[config.mk]
export PLATFORM = sky130hd
export DESIGN_NAME = bin2bcd_disp
export DESIGN_NICKNAME = d
export VERILOG_FILES = /design/src/rtl/bin2bcd_disp.sv
export SDC_FILE = /design/constraint.sdc
export NUM_CORES = 1
export LEC_CHECK = 0
export CAP_MARGIN = 10
export CORE_MARGIN = 3
export CORE_UTILIZATION = 30
export DETAILED_ROUTE_END_ITERATION = 16
export GPL_ROUTABILITY_DRIVEN = 1
export HOLD_SLACK_MARGIN = 0.1
export SYNTH_ARGS = -nofsm -noshare
export SYNTH_HDL_FRONTEND = slang
export SYNTH_SLANG_ARGS = --single-unit
[constraint.sdc]
create_clock -name CLOCK_50 -period 2.88 [get_ports CLOCK_50]
set_input_delay 0.576 -clock CLOCK_50 [delete_from_list [all_inputs] [get_ports CLOCK_50]]
set_output_delay 0.576 -clock CLOCK_50 [all_outputs]
set_load 0.005 [all_outputs]
[src/rtl/bin2bcd_disp.sv]
// rtl/bin2bcd_disp.sv - sequential double-dabble binary-to-BCD converter driving three 7-segment digits
// Shows the last accepted value in decimal with leading-zero blanking, or "Err" when upstream flagged an error.
module bin2bcd_disp #(
  parameter int WIDTH = 8
) (
  input  logic             CLOCK_50,
  input  logic             RESET,
  input  logic [WIDTH-1:0] BIN,
  input  logic             START,
  input  logic             ERR_IN,
  output logic             BUSY,
  output logic             DONE,
  output logic             ERR,
  output logic [11:0]      BCD,
  output logic [6:0]       HEX0,
  output logic [6:0]       HEX1,
  output logic [6:0]       HEX2
);

  localparam int SW = 12 + WIDTH;

  localparam logic [6:0] SEG_BLANK = 7'b1111111;
  localparam logic [6:0] SEG_E     = 7'b0000110;
  localparam logic [6:0] SEG_R     = 7'b0101111;

  typedef enum logic [1:0] {IDLE, SHIFT, FIN} state_t;

  state_t          state;
  logic [SW-1:0]   sr;
  logic [3:0]      cnt;
  logic            err_pend;
  logic [SW-1:0]   sr_adj;
  logic [SW-1:0]   sr_next;
  logic [3:0]      dig_h;
  logic [3:0]      dig_t;
  logic [3:0]      dig_o;

  function automatic logic [6:0] seg7(input logic [3:0] d);
    case (d)
      4'd0:    seg7 = 7'b1000000;
      4'd1:    seg7 = 7'b1111001;
      4'd2:    seg7 = 7'b0100100;
      4'd3:    seg7 = 7'b0110000;
      4'd4:    seg7 = 7'b0011001;
      4'd5:    seg7 = 7'b0010010;
      4'd6:    seg7 = 7'b0000010;
      4'd7:    seg7 = 7'b1111000;
      4'd8:    seg7 = 7'b0000000;
      4'd9:    seg7 = 7'b0010000;
      default: seg7 = SEG_BLANK;
    endcase
  endfunction

  // Only the three BCD nibbles are adjusted; the binary tail shifts out untouched.
  always_comb begin
    sr_adj = sr;
    for (int i = 0; i < 3; i++) begin
      if (sr[WIDTH+4*i +: 4] >= 4'd5)
        sr_adj[WIDTH+4*i +: 4] = sr[WIDTH+4*i +: 4] + 4'd3;
    end
    sr_next = {sr_adj[SW-2:0], 1'b0};
  end

  assign dig_h = sr[SW-1 -: 4];
  assign dig_t = sr[SW-5 -: 4];
  assign dig_o = sr[SW-9 -: 4];

  always_ff @(posedge CLOCK_50 or posedge RESET) begin
    if (RESET) begin
      state    <= IDLE;
      sr       <= '0;
      cnt      <= '0;
      err_pend <= 1'b0;
      BUSY     <= 1'b0;
      DONE     <= 1'b0;
      ERR      <= 1'b0;
      BCD      <= 12'h000;
      HEX0     <= 7'b1000000;
      HEX1     <= SEG_BLANK;
      HEX2     <= SEG_BLANK;
    end else begin
      DONE <= 1'b0;
      case (state)
        IDLE: begin
          if (START) begin
            BUSY <= 1'b1;
            if (ERR_IN) begin
              err_pend <= 1'b1;
              state    <= FIN;
            end else begin
              err_pend <= 1'b0;
              sr       <= {12'h000, BIN};
              cnt      <= 4'(WIDTH);
              state    <= SHIFT;
            end
          end
        end
        SHIFT: begin
          sr  <= sr_next;
          cnt <= cnt - 4'd1;
          if (cnt == 4'd1)
            state <= FIN;
        end
        FIN: begin
          DONE  <= 1'b1;
          BUSY  <= 1'b0;
          state <= IDLE;
          if (err_pend) begin
            ERR  <= 1'b1;
            HEX2 <= SEG_E;
            HEX1 <= SEG_R;
            HEX0 <= SEG_R;
          end else begin
            ERR  <= 1'b0;
            BCD  <= {dig_h, dig_t, dig_o};
            HEX2 <= (dig_h == 4'd0) ? SEG_BLANK : seg7(dig_h);
            HEX1 <= (dig_h == 4'd0 && dig_t == 4'd0) ? SEG_BLANK : seg7(dig_t);
            HEX0 <= seg7(dig_o);
          end
        end
        default: state <= IDLE;
      endcase
    end
  end

endmodule

### Word level (Yosys, flattened, before mapping)

Memory sizes are Yosys's and may differ from the RTL's.
Cells that the tools add are included.

* register bits after elaboration: 63
* ROM bits: 336
* output and inout bits: 36
* memories kept: 3

Memory list
* (no name shown): depth 16, bits a word 7, rd ports 1, clocked after Yosys merged registers in 0, wr ports 0, line 39 `case (d)`
* (no name shown): depth 16, bits a word 7, rd ports 1, clocked after Yosys merged registers in 0, wr ports 0, line 39
* (no name shown): depth 16, bits a word 7, rd ports 1, clocked after Yosys merged registers in 0, wr ports 0, line 39

* $add $sub $neg: 4
* order comparisons: 3
* equality and inequality tests: 6
* mux-type cells: 23
* bitwise gates (word level): 1
* reductions and logical operators: 11

Operators by type and width (count)
* 2-to-1 mux 20 bit: 2
* case mux 20 bit (2 select lines): 1
* 2-to-1 mux 7 bit: 5
* 2-to-1 mux 4 bit: 4
* greater-or-equal comparator 4 x 3 -> 1 bit, second input constant: 3
* adder 4 x 2 -> 4 bit, second input constant: 2
* zero test 4 bit: 2
* case mux 4 bit (2 select lines): 1
* AND reduction 2 bit: 4
* 2-to-1 mux 2 bit: 3
* inequality test 2 bit, second input constant: 3
* equality test 4 x 1 -> 1 bit, second input constant: 1
* 2-to-1 mux 1 bit: 4
* case mux 2 bit (2 select lines): 1
* nonzero test 2 bit: 2
* subtractor 4 x 1 -> 4 bit, second input constant: 1
* adder 3 x 2 -> 3 bit, second input constant: 1
* 2-to-1 mux 3 bit: 1
* AND reduction 3 bit: 1
* equality test 2 x 1 -> 1 bit, second input constant: 1
* equality test 2 bit, second input constant: 1
* zero test 2 bit: 1
* case mux 1 bit (2 select lines): 1
* logical AND 1 bit: 1
* inverter 1 bit: 1

### Depth between registers and ports, before layout

Gate-level depths: netlist of run 1.

* depth in word-level cells: 4
* mapped depth: 6
* mapped depth without buffers: 6

### Worst setup path after synthesis of run 1

Ideal clock, no wire load.

* path type: reg-to-reg
* from: register sr[13]
* to: register sr[14]
* setup time: 0.126 ns
* arrival time: 1.421 ns
* required time: 2.754 ns
* slack: 1.333 ns
* stages on the path, launching flop included: 7
* path buffers: 0
* cell sequence: dfrtp_1 inv_1 ha_1 nand2b_1 a21oi_1 nor3_1 a221o_1

* longest elaborated chain between the ends: 3
* elaborated cells on any way between the ends: 4

Ends and longest elaborated chain
* start: declaration: line 29 `logic [SW-1:0] sr;`
* start signal: assignment: line 92 `sr <= {12'h000, BIN};`
* start signal: assignment: line 99 `sr <= sr_next;`
* adder 4 x 2 -> 4 bit or greater-or-equal comparator 4 x 3 -> 1 bit (tied branches): line 59, 58
* 2-to-1 mux 4 bit (*): line 58 `if (sr[WIDTH+4*i +: 4] >= 4'd5)`
* case mux 20 bit (2 select lines) (*): line 83 `case (state)`

Mark *: on every way between the ends. The rest lies on a longest branch, timed or not.
A chain may end at the register's enable or synchronous reset.

### Worst setup path after layout of run 1

* from: register HEX1[6]
* to: output port HEX1[6]

RTL lines
* start: declaration: line 16 `output logic [6:0] HEX1,`
* start signal: assignment: line 117 `HEX1 <= (dig_h == 4'd0 && dig_t == 4'd0) ? SEG_BLANK : seg7(dig_t);`

No word-level cell between the ends.

==> summary.md, run 1 <==
The kind of start point of the critical path was a flop. The kind of end point of the critical path is an output pin. The number of buffers inserted by port buffering is 47, and the total routing resource utilization after global routing is 0.127. From left edge to right edge, the die measures 109 microns. The simple logic cell fraction of the synthesized area is 0.109. The final global-route overflow total is 0. The path with the worst hold slack has its endpoint at HEX2[6]. For this run, design rule violations remaining after detail routing come to 0. Placed instance count: 482.

The tools report the first-pass GRT wire length as 12.0 mm. Ranked by total cell area, the synthesized netlist is headed by sky130_fd_sc_hd__dfrtp_1, sky130_fd_sc_hd__dfstp_2, sky130_fd_sc_hd__ha_1, sky130_fd_sc_hd__mux2_2, sky130_fd_sc_hd__o21ai_0. The latest clock arrival within the worst-skew pair is 0.34 ns, and the total of flip-flops plus latches after synthesis is 63. The clock arrives with 0.00954 ns of skew.

The number of gates given a new drive strength after cts is 0, and the slack of the worst reg-to-reg path is 1.04 ns. The share of post-route cells with drive strength above 1 works out to 0.138. The antenna cell count was 0.

The type of the most critical hold path is flop to flop. The number of instances on the worst hold path was 2. TritonCTS built the clock tree.

Across the whole layout, storage elements account for 1600 sq um. The clock tree buffer depth was 2. Setup repair after global routing left no endpoint under its margin. STA puts the critical path data required time at 2.30 ns. The power density over the cells came out at 1120 nW/um^2. The number of clock buffers inserted by TritonCTS is 9. Yosys mapped the design onto 45 distinct sky130hd cell types. Across the run, the number of max-cap violations was 0. Based on the critical path, the design can be clocked at up to 516 MHz. After legalization and detailed placement, the total HPWL measured 4.79 mm.

The share of cell area taken by muxes after synthesis was 0.0613; the total count of hold-check failures in the final report was 0. The analysis attributes to cell leakage a power of 0.00174 uW. In this design, the stage delay of the slowest critical-path cell is 0.53 ns.

The logs give 2459 for the number of global-route vias before repair and 0.309 for the starting density of the core. Dominant cell type by area after synthesis: sky130_fd_sc_hd__dfrtp_1. The startpoint identified for the worst hold timing path is HEX2[6]. The family with the most delay on the worst path is flip-flops. The run finished with clean final reports. The count of hold-fix buffers inserted at cts was 0. In this run the critical register-to-register path is captured at sr[11].

In this run the number of H-tree levels came out at 3. At the end of routability-driven placement, the weighted congestion stood at 0.812. Counting the fill cells in the layout gives 1072. Across the VDD grid, the largest voltage drop is 284 uV.

Counting every net in the synthesized netlist gives 345. Setup slack closes at 0.941 ns. The clock root buffer master is sky130_fd_sc_hd__clkbuf_8.

The pin count of the biggest net entering global routing is 64, and the xor/xnor share of the synthesized area is 0.0164. After synthesis the cells add up to 3210 sq um. The TritonCTS sink count is 63, and the largest fanout on the critical path is 2. The routed layout has 2392 vias.

The via count normalized by instance count was 4.80. The critical path goes through clkdlybuf4s50_1. The average detailed-routed wire length per instance was 14.1 microns.

The final layout contains 390 nets. For the number of antenna violations at the first check in global routing, the log shows 0. Summed over all failing endpoints, the final setup total negative slack is 0 ns. The adder and majority gate portion of the synthesized area is 0.0819. The finished layout holds 498 standard cells, fillers aside. The share of the synthesized area in compound gates (AO/OA/AOI/OAI) came out at 0.183.

In this run the mean area of a mapped cell was 10.3 sq um. The die covers 12000 sq um. The arrival time reported for the critical path endpoint was 1.36 ns; the area of the multi-input gates was 1450 sq um. The share of the clock period used by the worst path after layout works out to 0.673.

The worst register-to-register path begins at sr[8]. The most common flop cell mapped by yosys was sky130_fd_sc_hd__dfrtp_1. After clock tree synthesis, the clock-pin slew on the worst setup and hold paths is 0.07 ns. The initial detailed-routing violation count was 97. After synthesis, the largest family of logic cells by area is compound AO/OA/AOI/OAI gates. The die extent in y was 109 microns. The slew at the pin closest to its max-slew limit is 0.548 ns.

The run gives 0.497 as the sequential element share of the synthesized area. The area added between synthesis and finish works out to 25.9%. The worst max-slew margin expressed relative to the limit came out at 0.633. During I/O placement, the number of pins put on the boundary was 48. Proportion of netlist area held by the largest area contributor: 0.375. After floorplanning, the core was divided into 37 placement rows. The depth of the most critical reg-to-reg path came out at 6.

The critical path in this run is classified as flop to output pin. On the final layout, the worst hold slack is 0.477 ns. The tools report the remaining antenna violation count after routing as 0.

The cell at the slowest stage of the critical path was sky130_fd_sc_hd__dfstp_2. The clock period minus final worst setup slack is 1.94 ns. Before CTS, the worst setup slack after placement is 0.781 ns. Number of enable-type register cells in the synthesized netlist: 0.

The pre-antenna-repair detailed-routing pass consisted of 5 iterations. The tools report the count of buffers added by post-CTS timing repair for setup as 0. The total setup violations reported at the end of the flow was 0; the warning count from the yosys run was 0. The combined buffer and inverter count along the critical path was 1. The logs give 0 for the number of slew-limit violations in the final report and 10400 sq um for the area inside the core boundary. The final core area utilization is 0.389. The share of flip-flops with an asynchronous set or reset after synthesis was 1.00; the total length of routed wires was 7.02 mm. Counting every instance in the synthesized netlist gives 312.
==> synth_stat cells (3+ instances only) <==
cell type / instances
sky130_fd_sc_hd__inv_1: 21
sky130_fd_sc_hd__buf_2: 11
sky130_fd_sc_hd__a21oi_1: 19
sky130_fd_sc_hd__dfstp_2: 15
sky130_fd_sc_hd__nor2_1: 25
sky130_fd_sc_hd__a22o_1: 5
sky130_fd_sc_hd__a222oi_1: 6
sky130_fd_sc_hd__a31oi_1: 4
sky130_fd_sc_hd__nand3_1: 4
sky130_fd_sc_hd__nand2_1: 25
sky130_fd_sc_hd__nand2b_1: 7
sky130_fd_sc_hd__nor2b_1: 4
sky130_fd_sc_hd__o21ai_0: 26
sky130_fd_sc_hd__nor3b_1: 3
sky130_fd_sc_hd__dfrtp_1: 48
sky130_fd_sc_hd__clkbuf_1: 6
sky130_fd_sc_hd__xnor2_1: 5
sky130_fd_sc_hd__ha_1: 21
sky130_fd_sc_hd__mux2i_1: 5
sky130_fd_sc_hd__mux2_2: 13
sky130_fd_sc_hd__o22a_1: 7
==> registers in the layout, indices dropped and copies added, names as in the netlist <==
register  cells
sr           20
BCD          12
HEX0          7
HEX1          7
HEX2          7
cnt           4
state         2
BUSY          1
DONE          1
ERR           1
err_pend      1
==> report_power, final <==
part	switching, uW	internal [uW]	total, uW
clock	338	535	873
combinational	913	1030	1950
sequential	396	1320	1720
total	1650	2890	4540
==> area by class of cell <==
type,count,share of cell area
well taps,136,0.0421
inverters,22,0.0204
clock buffers,13,0.0393
repair buffers,52,0.129
multi-input cells,209,0.358
clock inverters,3,0.0161
flip-flops and latches,63,0.395
==> worst max path at each step <==
stage	from	end	cells after the start
finish	HEX1[6]	HEX1[6]	1
global route	sr[8]	sr[11]	6
CTS	HEX1[6]	HEX1[6]	1
detailed placement	START	cnt[3]	6
global placement	START	cnt[3]	6
floorplan	RESET	BCD[0]	1
==> placed cells by master, fill, tap and decap left out, drive strengths merged, types with 2 or more instances in the layout <==
cell	n
a21o	2
a21oi	19
a222oi	6
a22o	5
a22oi	2
a31oi	4
buf	5
bufinv	2
clkbuf	13
clkdlybuf4s50	47
dfrtp	48
dfstp	15
ha	21
inv	22
mux2	13
mux2i	5
nand2	25
nand2b	7
nand3	4
nor2	25
nor2b	4
nor3	2
nor3b	4
o211ai	2
o21a	2
o21ai	28
o21bai	2
o22a	7
o22ai	2
o311ai	2
xnor2	5
==> cell families (layout without fill, tap and decap cells) <==
logic type | count (synthesis) | after routing
compound gates | 89 | 89
simple gates | 75 | 75
flops | 63 | 63
buf+inv | 40 | 90
fa+ha+maj | 21 | 21
mux | 18 | 18
xor+xnor | 6 | 6
==> per-stage QoR <==
stage / area [sq um] / power, uW
after floorplan: 3210 / 2920
after global placement: 3810 / 3660
after detailed placement: 3810 / 3710
after CTS: 4040 / 4610
after global routing: 4040 / 4950
final: 4040 / 4540
==> routing by layer <==
metal	vias up	track usage	part of all wire
li1	1191	-	-
met1	1151	0.167	0.47
met2	46	0.199	0.48
met3	4	0.0440	0.054
met4	0	0.0347	0.0044
met5	-	0	0
Power figures use the tool's default switching activity.
==> run 2: changes to the inputs <==
Clock period 2.88 ns to 1.77 ns, I/O delays scaled along.
==> summary.md, run 2 (synthesis results as in run 1) <==
The type of the most critical hold path is primary input to async pin (was flop to flop). The worst max-slew margin expressed relative to the limit is 0.643 (was 0.633). The tools report the switching power as 2710 uW (was 1650 uW). The total count of hold-check failures in the final report was 0 (unchanged); the switching part of the total power was 0.365 (was 0.363). The power density over the cells is 1780 nW/um^2 (was 1120 nW/um^2). For the clock tree buffer depth, the log shows 2 (unchanged). The run gives 0.00186 uW (was 0.00174 uW) as the leakage component of the power. The run gives 7420 uW (was 4540 uW) as the total chip power.

Largest registers in the final layout: sr (20), BCD (12) (unchanged). The TritonCTS sink count is 63 (unchanged). The latest clock arrival within the worst-skew pair was 0.34 ns (about the same).

The total routing resource utilization after global routing came out at 0.127 (about the same). Flip-flop count of the largest register, all copies and words added: 20 (unchanged). Setup repair after global routing left no endpoint under its margin. The critical path class was flop to output pin (unchanged). The number of rows in the core area was 37 (unchanged). The tools report the startpoint of the worst-slack reg-to-reg timing path as sr[8] (unchanged). Placed instance count: 501 (was 482). CP Cell Sequence: clkdlybuf4s50_1 (unchanged). The starting density of the core was 0.309 (unchanged); the longest individual stage delay on the worst path was 0.53 ns (about the same). The slew at the pin closest to its max-slew limit works out to 0.535 ns (was 0.548 ns). Most frequent cells in the layout: sky130_fd_sc_hd__dfrtp_1, sky130_fd_sc_hd__clkdlybuf4s50_1, sky130_fd_sc_hd__o21ai_0, sky130_fd_sc_hd__nand2_1, sky130_fd_sc_hd__nor2_1 (unchanged). The end point of the critical path was HEX2[1] (was HEX1[6]). The clock period minus final worst setup slack was 1.72 ns.

The final weighted congestion of routability-driven global placement was 0.780 (was 0.812); the first-pass GRT wire length was 11.9 mm (was 12.0 mm). The average detailed-routed wire length per instance came out at 13.6 microns (was 14.1 microns). The clock transition time at the flip-flop clock pins of the worst setup and hold paths was 0.06 ns (was 0.07 ns). The run gives 0.355 (was 0.379) as the sequential share of power. The clock network fraction of total power was 0.162 (was 0.192); the depth of the most critical reg-to-reg path was 6 (unchanged). The tools report the launch point of the worst path as HEX2[1] (was HEX1[6]). The logs give 149 (was 97) for the initial detailed-routing violation count and 0.402 (was 0.389) for the final core area utilization. TritonCTS built the clock tree.

The number of buffers inserted by port buffering is 47 (unchanged), and the total setup violations reported at the end of the flow is 0 (unchanged). The combined buffer and inverter count along the critical path was 1 (unchanged). The tools report the total length of routed wires as 7.01 mm (was 7.02 mm). The arrival time reported for the critical path endpoint is 1.37 ns (was 1.36 ns). The part of the total power dissipated in combinational logic was 0.483 (was 0.429). Largest register by flop count: sr (unchanged). The sum of negative setup slack is 0 ns (unchanged). Family with the most delay on the worst path: flip-flops (unchanged). The share of post-route cells with drive strength above 1 is 0.184 (was 0.138), and the count of buffers added by post-CTS timing repair for setup is 0 (unchanged). Cell at the slowest stage of the critical path: sky130_fd_sc_hd__dfstp_2 (unchanged). For the pin count of the biggest net entering global routing, the log shows 64 (unchanged).

The area added between synthesis and finish is 30.0% (was 25.9%). The number of antenna violations at the first check in global routing is 0 (unchanged), and the chip width is 109 microns (unchanged). Number of logic stages on the critical path including buffering: 1 (unchanged).

The most common cell after layout, fill and taps aside is sky130_fd_sc_hd__dfrtp_1 (unchanged). The tools report the count of hold-fix buffers inserted at cts as 0 (unchanged). The maximum resistive drop on vdd is 613 uV (was 284 uV), and the antenna cell count is 0 (unchanged).

Die extent in y: 109 microns (unchanged). The post-route worst setup slack is 0.0486 ns (was 0.941 ns), and the number of slew-limit violations in the final report is 0 (unchanged). The kind of end point of the critical path was an output pin (unchanged). The remaining antenna violation count after routing is 0 (unchanged), and the number of max-capacitance violations reported is 0 (unchanged). The flow ran to the end, and the final reports show no timing, DRC or antenna violations.

The run gives 0.00475 ns (was 0.00954 ns) as the final clock skew. The run gives 3 (unchanged) as the H-tree depth reported by CTS. The count of boundary I/O pins is 48 (unchanged), and the share of the clock period used by the worst path after layout is 0.973. The number of global-route vias before repair was 2478 (was 2459).

The run gives 5 (unchanged) as the number of detailed-routing iterations run before antenna repair. The tools report the number of gates given a new drive strength after cts as 0 (unchanged). The tools report the pre-CTS setup slack as -0.104 ns (was 0.781 ns). The internal power of the cells is 4710 uW (was 2890 uW). The kind of start point of the critical path was a flop (unchanged). The run gives 0 (unchanged) as the final global-route overflow total. The via count normalized by instance count was 4.74 (was 4.80).

The maximum clock frequency came out at 581 MHz. For the number of vias in the routed layout, the log shows 2451 (was 2392). For the non-filler instance count after layout, the log shows 517 (was 498). Detailed placement HPWL: 4.94 mm (was 4.79 mm).

The tools report the destination of the worst register-to-register timing path as sr[11] (unchanged). The area inside the core boundary was 10400 sq um (unchanged); the number of fill cells was 1029 (was 1072). The largest fanout on the critical path was 2 (unchanged); the slack of the worst reg-to-reg path was 0.13 ns (was 1.04 ns). The die area was 12000 sq um (unchanged).

The number of remaining DRC errors was 0 (unchanged); the net count of the finished layout was 409 (was 390). Clock root buffer master: sky130_fd_sc_hd__clkbuf_8 (unchanged). The required time reported for the critical path endpoint is 1.42 ns (was 2.30 ns), and the number of clock buffers inserted by TritonCTS is 9 (unchanged).
==> run 2: changes by cell type in the layout (fill, tap and decap cells not counted), sizes merged <==
cell           before  now
buf                 5   24
bufinv              2    0
clkbuf             13   16
clkdlybuf4s50      47   42
clkinv              1    0
clkinvlp            0    1
dlymetal6s2s        0    5
inv                22   21
==> run 2: worst min-delay path by stage <==
stage                     endpoint  slack, ns  depth (start not counted)
after global placement     HEX2[6]       0.45                          2
after detailed placement   HEX2[6]       0.45                          2
after floorplan            HEX2[6]       0.45                          2
after CTS                      ERR       0.46                          3
final                         DONE       0.45                          3
after global routing        BCD[6]       0.48                          3
==> run 2: per-stage QoR <==
step / cell area [sq um] / hold WS (ns)
final: 4170 / 0.451
after CTS: 4150 / 0.455
after global routing: 4170 / 0.475
after detailed placement: 3960 / 0.453
after floorplan: 3210 / 0.448
after global placement: 3960 / 0.455
==> run 2: power by group through the flow <==
stage	clock (uW)	combinational (uW)	sequential [uW]
2_1_floorplan	0	2170	2570
3_3_place_gp	0	3560	2640
3_5_place_dp	0	3630	2660
4_1_cts	1250	3640	2640
5_1_grt	1320	4050	2730
6_report	1210	3580	2630
==> run 2: final cells by class <==
| type | instances | area, sq um | area share |
|---|---|---|---|
| sequential | 63 | 1600 | 0.383 |
| multi-input combinational | 209 | 1450 | 0.348 |
| timing repair buffer | 71 | 676 | 0.162 |
| clock buffer | 16 | 190 | 0.0456 |
| tap | 136 | 170 | 0.0408 |
| inverter | 22 | 86.3 | 0.0207 |
==> run 2: metal layers <==
| layer | vias to the layer above | wire [microns] | GRT usage | part of all wire |
|---|---|---|---|---|
| met5 | - | 0 | 0 | 0 |
| met3 | 9 | 347 | 0.0323 | 0.049 |
| met4 | 0 | 107 | 0.0552 | 0.015 |
| met1 | 1180 | 3230 | 0.162 | 0.46 |
| met2 | 45 | 3330 | 0.204 | 0.48 |
| li1 | 1217 | - | - | - |
==> run 3: changes to the inputs <==
Clock period 1.77 ns to 1.5 ns, I/O delays scaled along.
==> summary.md, run 3 (synthesis results as in run 1) <==
The run finished with clean final reports. The type of the most critical hold path was primary input to async pin (unchanged). The number of global-route vias before repair was 2550 (was 2478); the sequential share of power was 0.335 (was 0.355). Slew at the pin closest to its max-slew limit: 0.355 ns (was 0.535 ns). Share of post-route cells with drive strength above 1: 0.312 (was 0.184). The run gives 0 (unchanged) as the number of max-capacitance violations reported.

The chip width was 109 microns (unchanged). The share of the clock period used by the worst path after layout came out at 0.967. The non-filler instance count after layout was 543 (was 517); the number of remaining DRC errors was 0 (unchanged). The clock transition time at the flip-flop clock pins of the worst setup and hold paths is 0.07 ns (was 0.06 ns).

The run gives 0.527 (was 0.483) as the part of the total power dissipated in combinational logic. The run gives 4090 sq um (was 3960 sq um) as the placed standard-cell area. The logs give 2 (unchanged) for the clock tree buffer depth and 1.77 ns (was 1.42 ns) for the required time reported for the critical path endpoint. The tools report the clock root buffer master as sky130_fd_sc_hd__clkbuf_8 (unchanged). Kind of end point of the critical path: a flop (was an output pin).

The largest register by flop count is sr (unchanged). For the placed instance count, the log shows 517 (was 501). The total setup violations reported at the end of the flow was 0 (unchanged). The average detailed-routed wire length per instance is 13.3 microns (was 13.6 microns). The number of clock buffers inserted by TritonCTS came out at 9 (unchanged). The tools report the number of antenna violations at the first check in global routing as 0 (unchanged). Area added between synthesis and finish: 38.4% (was 30.0%).

The leakage component of the power was 0.00203 uW (was 0.00186 uW). The tools report the count of boundary I/O pins as 48 (unchanged). TritonCTS sink count: 63 (unchanged).

The total count of hold-check failures in the final report is 0 (unchanged). The remaining antenna violation count after routing came out at 0 (unchanged). The run gives 10400 sq um (unchanged) as the area inside the core boundary.

Final global-route overflow total: 0 (unchanged). The pin count of the biggest net entering global routing is 64 (unchanged). Setup repair after global routing could not meet its margin everywhere.

Total routing resource utilization after global routing: 0.128 (was 0.127). For the initial detailed-routing violation count, the log shows 137 (was 149). The clock network fraction of total power is 0.138 (was 0.162), and the depth of the most critical reg-to-reg path is 8 (was 6). For the slack of the worst reg-to-reg path, the log shows 0.05 ns (was 0.13 ns). The via count normalized by instance count is 4.76 (was 4.74). The internal power of the cells is 5690 uW (was 4710 uW), and the number of fill cells is 1024 (was 1029). The flip-flop count of the largest register, all copies and words added is 20 (unchanged). The number of slew-limit violations in the final report is 0 (unchanged).

The kind of start point of the critical path is a flop (unchanged). The first-pass GRT wire length is 12.1 mm (was 11.9 mm), and the power density over the cells is 2070 nW/um^2 (was 1780 nW/um^2). The destination of the worst register-to-register timing path is HEX2[6] (was sr[11]). The run gives 5.18 mm (was 4.94 mm) as the detailed placement HPWL. The cell area after layout came out at 4440 sq um (was 4170 sq um).

The number of buffers inserted by port buffering is 47 (unchanged). The startpoint of the worst-slack reg-to-reg timing path is sr[16] (was sr[8]). TritonCTS built the clock tree.

The number of vias in the routed layout was 2586 (was 2451); the maximum clock frequency was 690 MHz. The tools report the final clock skew as 0.00596 ns (was 0.00475 ns). The latest clock arrival within the worst-skew pair was 0.34 ns (about the same); the number of rows in the core area was 37 (unchanged). The starting density of the core is 0.309 (unchanged), and the switching power is 3490 uW (was 2710 uW). Switching part of the total power: 0.380 (was 0.365). Most common cell after layout, fill and taps aside: sky130_fd_sc_hd__buf_4 (was sky130_fd_sc_hd__dfrtp_1). For the number of detailed-routing iterations run before antenna repair, the log shows 5 (unchanged). The maximum resistive drop on vdd came out at 679 uV (was 613 uV). Most frequent cells in the layout: sky130_fd_sc_hd__buf_4, sky130_fd_sc_hd__dfrtp_1, sky130_fd_sc_hd__dlygate4sd2_1, sky130_fd_sc_hd__nor2_1, sky130_fd_sc_hd__nand2_1 (was sky130_fd_sc_hd__dfrtp_1, sky130_fd_sc_hd__clkdlybuf4s50_1, sky130_fd_sc_hd__o21ai_0, sky130_fd_sc_hd__nand2_1, sky130_fd_sc_hd__nor2_1).

The critical path class is flop to flop (was flop to output pin). The largest fanout on the critical path was 3 (was 2); the total length of routed wires was 7.25 mm (was 7.01 mm). For the arrival time reported for the critical path endpoint, the log shows 1.72 ns (was 1.37 ns).

The net count of the finished layout came out at 435 (was 409). The clock period minus final worst setup slack was 1.45 ns. The H-tree depth reported by CTS is 3 (unchanged).

Largest registers in the final layout: sr (20), BCD (12) (unchanged). The logs give 0.763 (was 0.643) for the worst max-slew margin expressed relative to the limit and 0.751 (was 0.780) for the final weighted congestion of routability-driven global placement. The die area was 12000 sq um (unchanged). The die extent in y was 109 microns (unchanged); the antenna cell count was 0 (unchanged).
## run 3: cell count changes in the layout (fill, tap and decap cells not counted), moves of 4 or more
| cell | before | now |
|---|---|---|
| sky130_fd_sc_hd__dlygate4sd2_1 | 0 | 34 |
| sky130_fd_sc_hd__clkdlybuf4s50_1 | 42 | 12 |
| sky130_fd_sc_hd__buf_4 | 23 | 46 |
| sky130_fd_sc_hd__ha_1 | 21 | 12 |
| sky130_fd_sc_hd__inv_1 | 20 | 14 |
| sky130_fd_sc_hd__o21ai_0 | 26 | 20 |
| sky130_fd_sc_hd__o21ai_1 | 2 | 8 |
| sky130_fd_sc_hd__clkinv_2 | 0 | 5 |
| sky130_fd_sc_hd__ha_4 | 0 | 5 |
| sky130_fd_sc_hd__inv_2 | 1 | 6 |
| sky130_fd_sc_hd__clkbuf_8 | 13 | 9 |
| sky130_fd_sc_hd__dlymetal6s2s_1 | 5 | 1 |
| sky130_fd_sc_hd__ha_2 | 0 | 4 |
## run 3: critical path, stage by stage (launching register included)
cell and delay, ns:
sky130_fd_sc_hd__dfrtp_1 0.42, sky130_fd_sc_hd__buf_6 0.13, sky130_fd_sc_hd__buf_4 0.12, sky130_fd_sc_hd__buf_4 0.13, sky130_fd_sc_hd__ha_2 0.17, sky130_fd_sc_hd__nor2b_2 0.13, sky130_fd_sc_hd__a211oi_1 0.06, sky130_fd_sc_hd__o21ai_1 0.15
sky130_fd_sc_hd__nand2_1 0.07
## run 3: power by group through the flow
stage                     sequential, uW  combinational (uW)  clock [uW]
final                               3080                4840        1270
after global routing                3190                5480        1400
after CTS                           3050                4520        1310
after detailed placement            3110                4580           0
after global placement              3080                4500           0
after floorplan                     3040                2570           0
## run 3: worst max path at each step
stage	startpoint	to	cells past startpoint
finish	sr[16]	HEX2[6]	8
global route	sr[16]	HEX1[2]	6
CTS	sr[16]	HEX1[2]	6
detailed placement	START	sr[14]	5
global placement	START	sr[2]	6
floorplan	sr[13]	sr[14]	6
## run 3: layer usage
metal,global-route usage,part of all wire
met1,0.171,0.47
met2,0.203,0.47
met3,0.0341,0.047
met4,0.0427,0.012
met5,0,0
## run 3: area by class of cell
type | count | area, sq um | share of cell area
Inverter | 22 | 88.8 | 0.0200
Sequential cell | 63 | 1600 | 0.361
Timing Repair Buffer | 97 | 830 | 0.187
Multi-Input combinational cell | 209 | 1590 | 0.357
Tap cell | 136 | 170 | 0.0383
Clock buffer | 9 | 124 | 0.0279
Clock inverter | 7 | 40.0 | 0.00902
## run 3: per-stage QoR
stage,power (uW),TNS (ns),worst slack [ns],util,hold WS [ns]
2_1_floorplan,5610,0,0.00343,-,0.419
3_3_place_gp,7580,-2.82,-0.243,0.394,0.453
3_5_place_dp,7690,-3.04,-0.245,0.394,0.459
4_1_cts,8880,-0.00424,-0.00424,0.414,0.413
5_1_grt,10100,-0.216,-0.0521,0.428,0.429
6_report,9180,0,0.0501,0.428,0.407
## run 3: repair_timing
item | CTS | global route
hold buffers | 0 | 0
gates cloned | 0 | 0
resized for setup | 47 | 32
pin swaps | 2 | 13
setup buffers | 7 | 3
endpoints found under the setup margin | 44 | 32
==> RTL change, RTL diff (flow settings as in run 2) <==
Set the parameter `WIDTH` to 12 (it was 8).
--- a/src/rtl/bin2bcd_disp.sv
+++ b/src/rtl/bin2bcd_disp.sv
@@ -3,3 +3,3 @@
 module bin2bcd_disp #(
-  parameter int WIDTH = 8
+  parameter int WIDTH = 12
 ) (
Ports: changed (resized BIN); port bits go from 48 to 52. No check against the original RTL was run, so the function may have changed too.
==> RTL change against run 2 <==
Sequential cell count grew 4. Synthesized cell count grew 9.3%. Non-clock buffer count grew 7. Maximum frequency grew 0.64%. Wire length grew 8.6%. Final area grew 10%. Area after synthesis grew 8.0%. Utilization grew 1.3 points. Cell count grew 7.4%. Worst hold slack lost 78 ps. Power grew 8.4%. Setup slack gained 11 ps.
==> RTL change: results (changes against run 2) <==
Vias/cell 4.829 (+1.9%); synth top area cells dfrtp_1 38%, dfstp_2 11%, ha_1 7.6%; pre-CTS WS -11.10 ps (+92.48 ps); DRT Wirelength 7.619 mm (+8.6%); number of port buffers 51 (+8.5%); clk root buf clkbuf_16; outcome finished clean; slew margin rel. 0.6667 (+0.02331); biggest regs sr (24), BCD (12); Static Leak 2.000 nW (+7.5%); largest net degree at the start of global routing 41 (-36%); Worst Clk Skew 6.993 ps (+2.240 ps); number of synthesized flops with an enable pin 0 (unchanged); Crit path largest cell delay 530 ps (about the same); fraction of layout cells with a size suffix above 1 0.1590 (-0.02469); peak supply drop 0.0006906 V (+13%); top cells by instance count after synthesis 52 x dfrtp_1, 42 x nand2_1, 30 x o21ai_0; CTS H-tree lvls 3 (unchanged); DP Wirelength 5.506 mm (+12%); Yosys cell types 47 (+4.4%); Nets 447 (+9.3%); GRT Overall Usage 0.1252 (-0.002149); DRT Pass-1 Iters 4 (-1); GP Congestion 0.8506 (+9.1%); share of the yosys chip area belonging to registers 0.4895 (-0.007941); global-route wire length before repair 12.97 mm (+9.1%)
==> RTL change: cell types whose count changed after synthesis, moves of 5 or more <==
cell | run 2 | this run
inv_1 | 21 | 16
mux2_1 | 0 | 12
nand2_1 | 25 | 42
mux2_2 | 13 | 1
mux2i_1 | 5 | 14
a222oi_1 | 6 | 0
o21ai_1 | 2 | 9
==> RTL change: cell families after synthesis <==
group | count (synthesis) | share of synthesized area
buffers and inverters | 38 | 0.05058
DFF | 67 | 0.4895
AOI/OAI and AO/OA | 92 | 0.1666
xor gates and xnor gates | 7 | 0.01770
adders and majority gates | 21 | 0.07587
muxes | 27 | 0.08273
and+or+nand+nor | 89 | 0.1171
==> RTL change: final timing paths <==
kind                       startpoint       to  slack [ps]  cells past startpoint
max                           HEX2[2]  HEX2[2]          60                      1
max in group asynchronous       RESET  HEX2[3]         840                      3
min reg2reg                   HEX1[2]  HEX1[2]         470                      2
min                             RESET  HEX0[2]         370                      2
min in group CLOCK_50         HEX1[2]  HEX1[2]         470                      2
max reg2reg                    sr[16]  HEX1[2]         100                      6
==> RTL change: cell type report <==
cell class	instances	area (um^2)
fill	1063	6480
sequential	67	1695
multi-input combinational	236	1599
timing repair buffer	78	750.7
clock buffer	9	225.2
tap	140	175.2
clock inverter	7	81.33
inverter	18	71.32
==> RTL change: repair_timing <==
action                                  4_1_cts  5_1_grt
gates resized for setup                       0        1
endpoints found under the setup margin        0        1
hold buffers                                  0        0
==> RTL change: report_power, final <==
part | total, mW | internal [mW] | switching, mW
clock | 1.83 | 1.11 | 0.718
sequential | 2.78 | 2.27 | 0.506
combinational | 3.44 | 1.83 | 1.61
total | 8.05 | 5.22 | 2.83
==> RTL change: stage by stage <==
stage / util / area (um^2) / std cells / total power, mW / TNS, ps
after global routing: 0.4151 / 4598 / 555 / 8.687 / 0
final: 0.4151 / 4598 / 555 / 8.046 / 0
after global placement: 0.3871 / 4288 / 539 / 6.161 / -4.717
after CTS: 0.4147 / 4594 / 555 / 8.143 / 0
after floorplan: - / 3467 / 341 / 4.778 / 0
after detailed placement: 0.3871 / 4288 / 539 / 6.265 / -32.60
==> RTL change: metal layers <==
layer  global-route usage  vias to the layer above  part of all wire
met1               0.1681                     1286              0.48
met4              0.04728                        0             0.011
met5                    0                        -                 0
met3              0.03714                        8             0.055
li1                     -                     1320                 -
met2               0.1915                       66              0.45
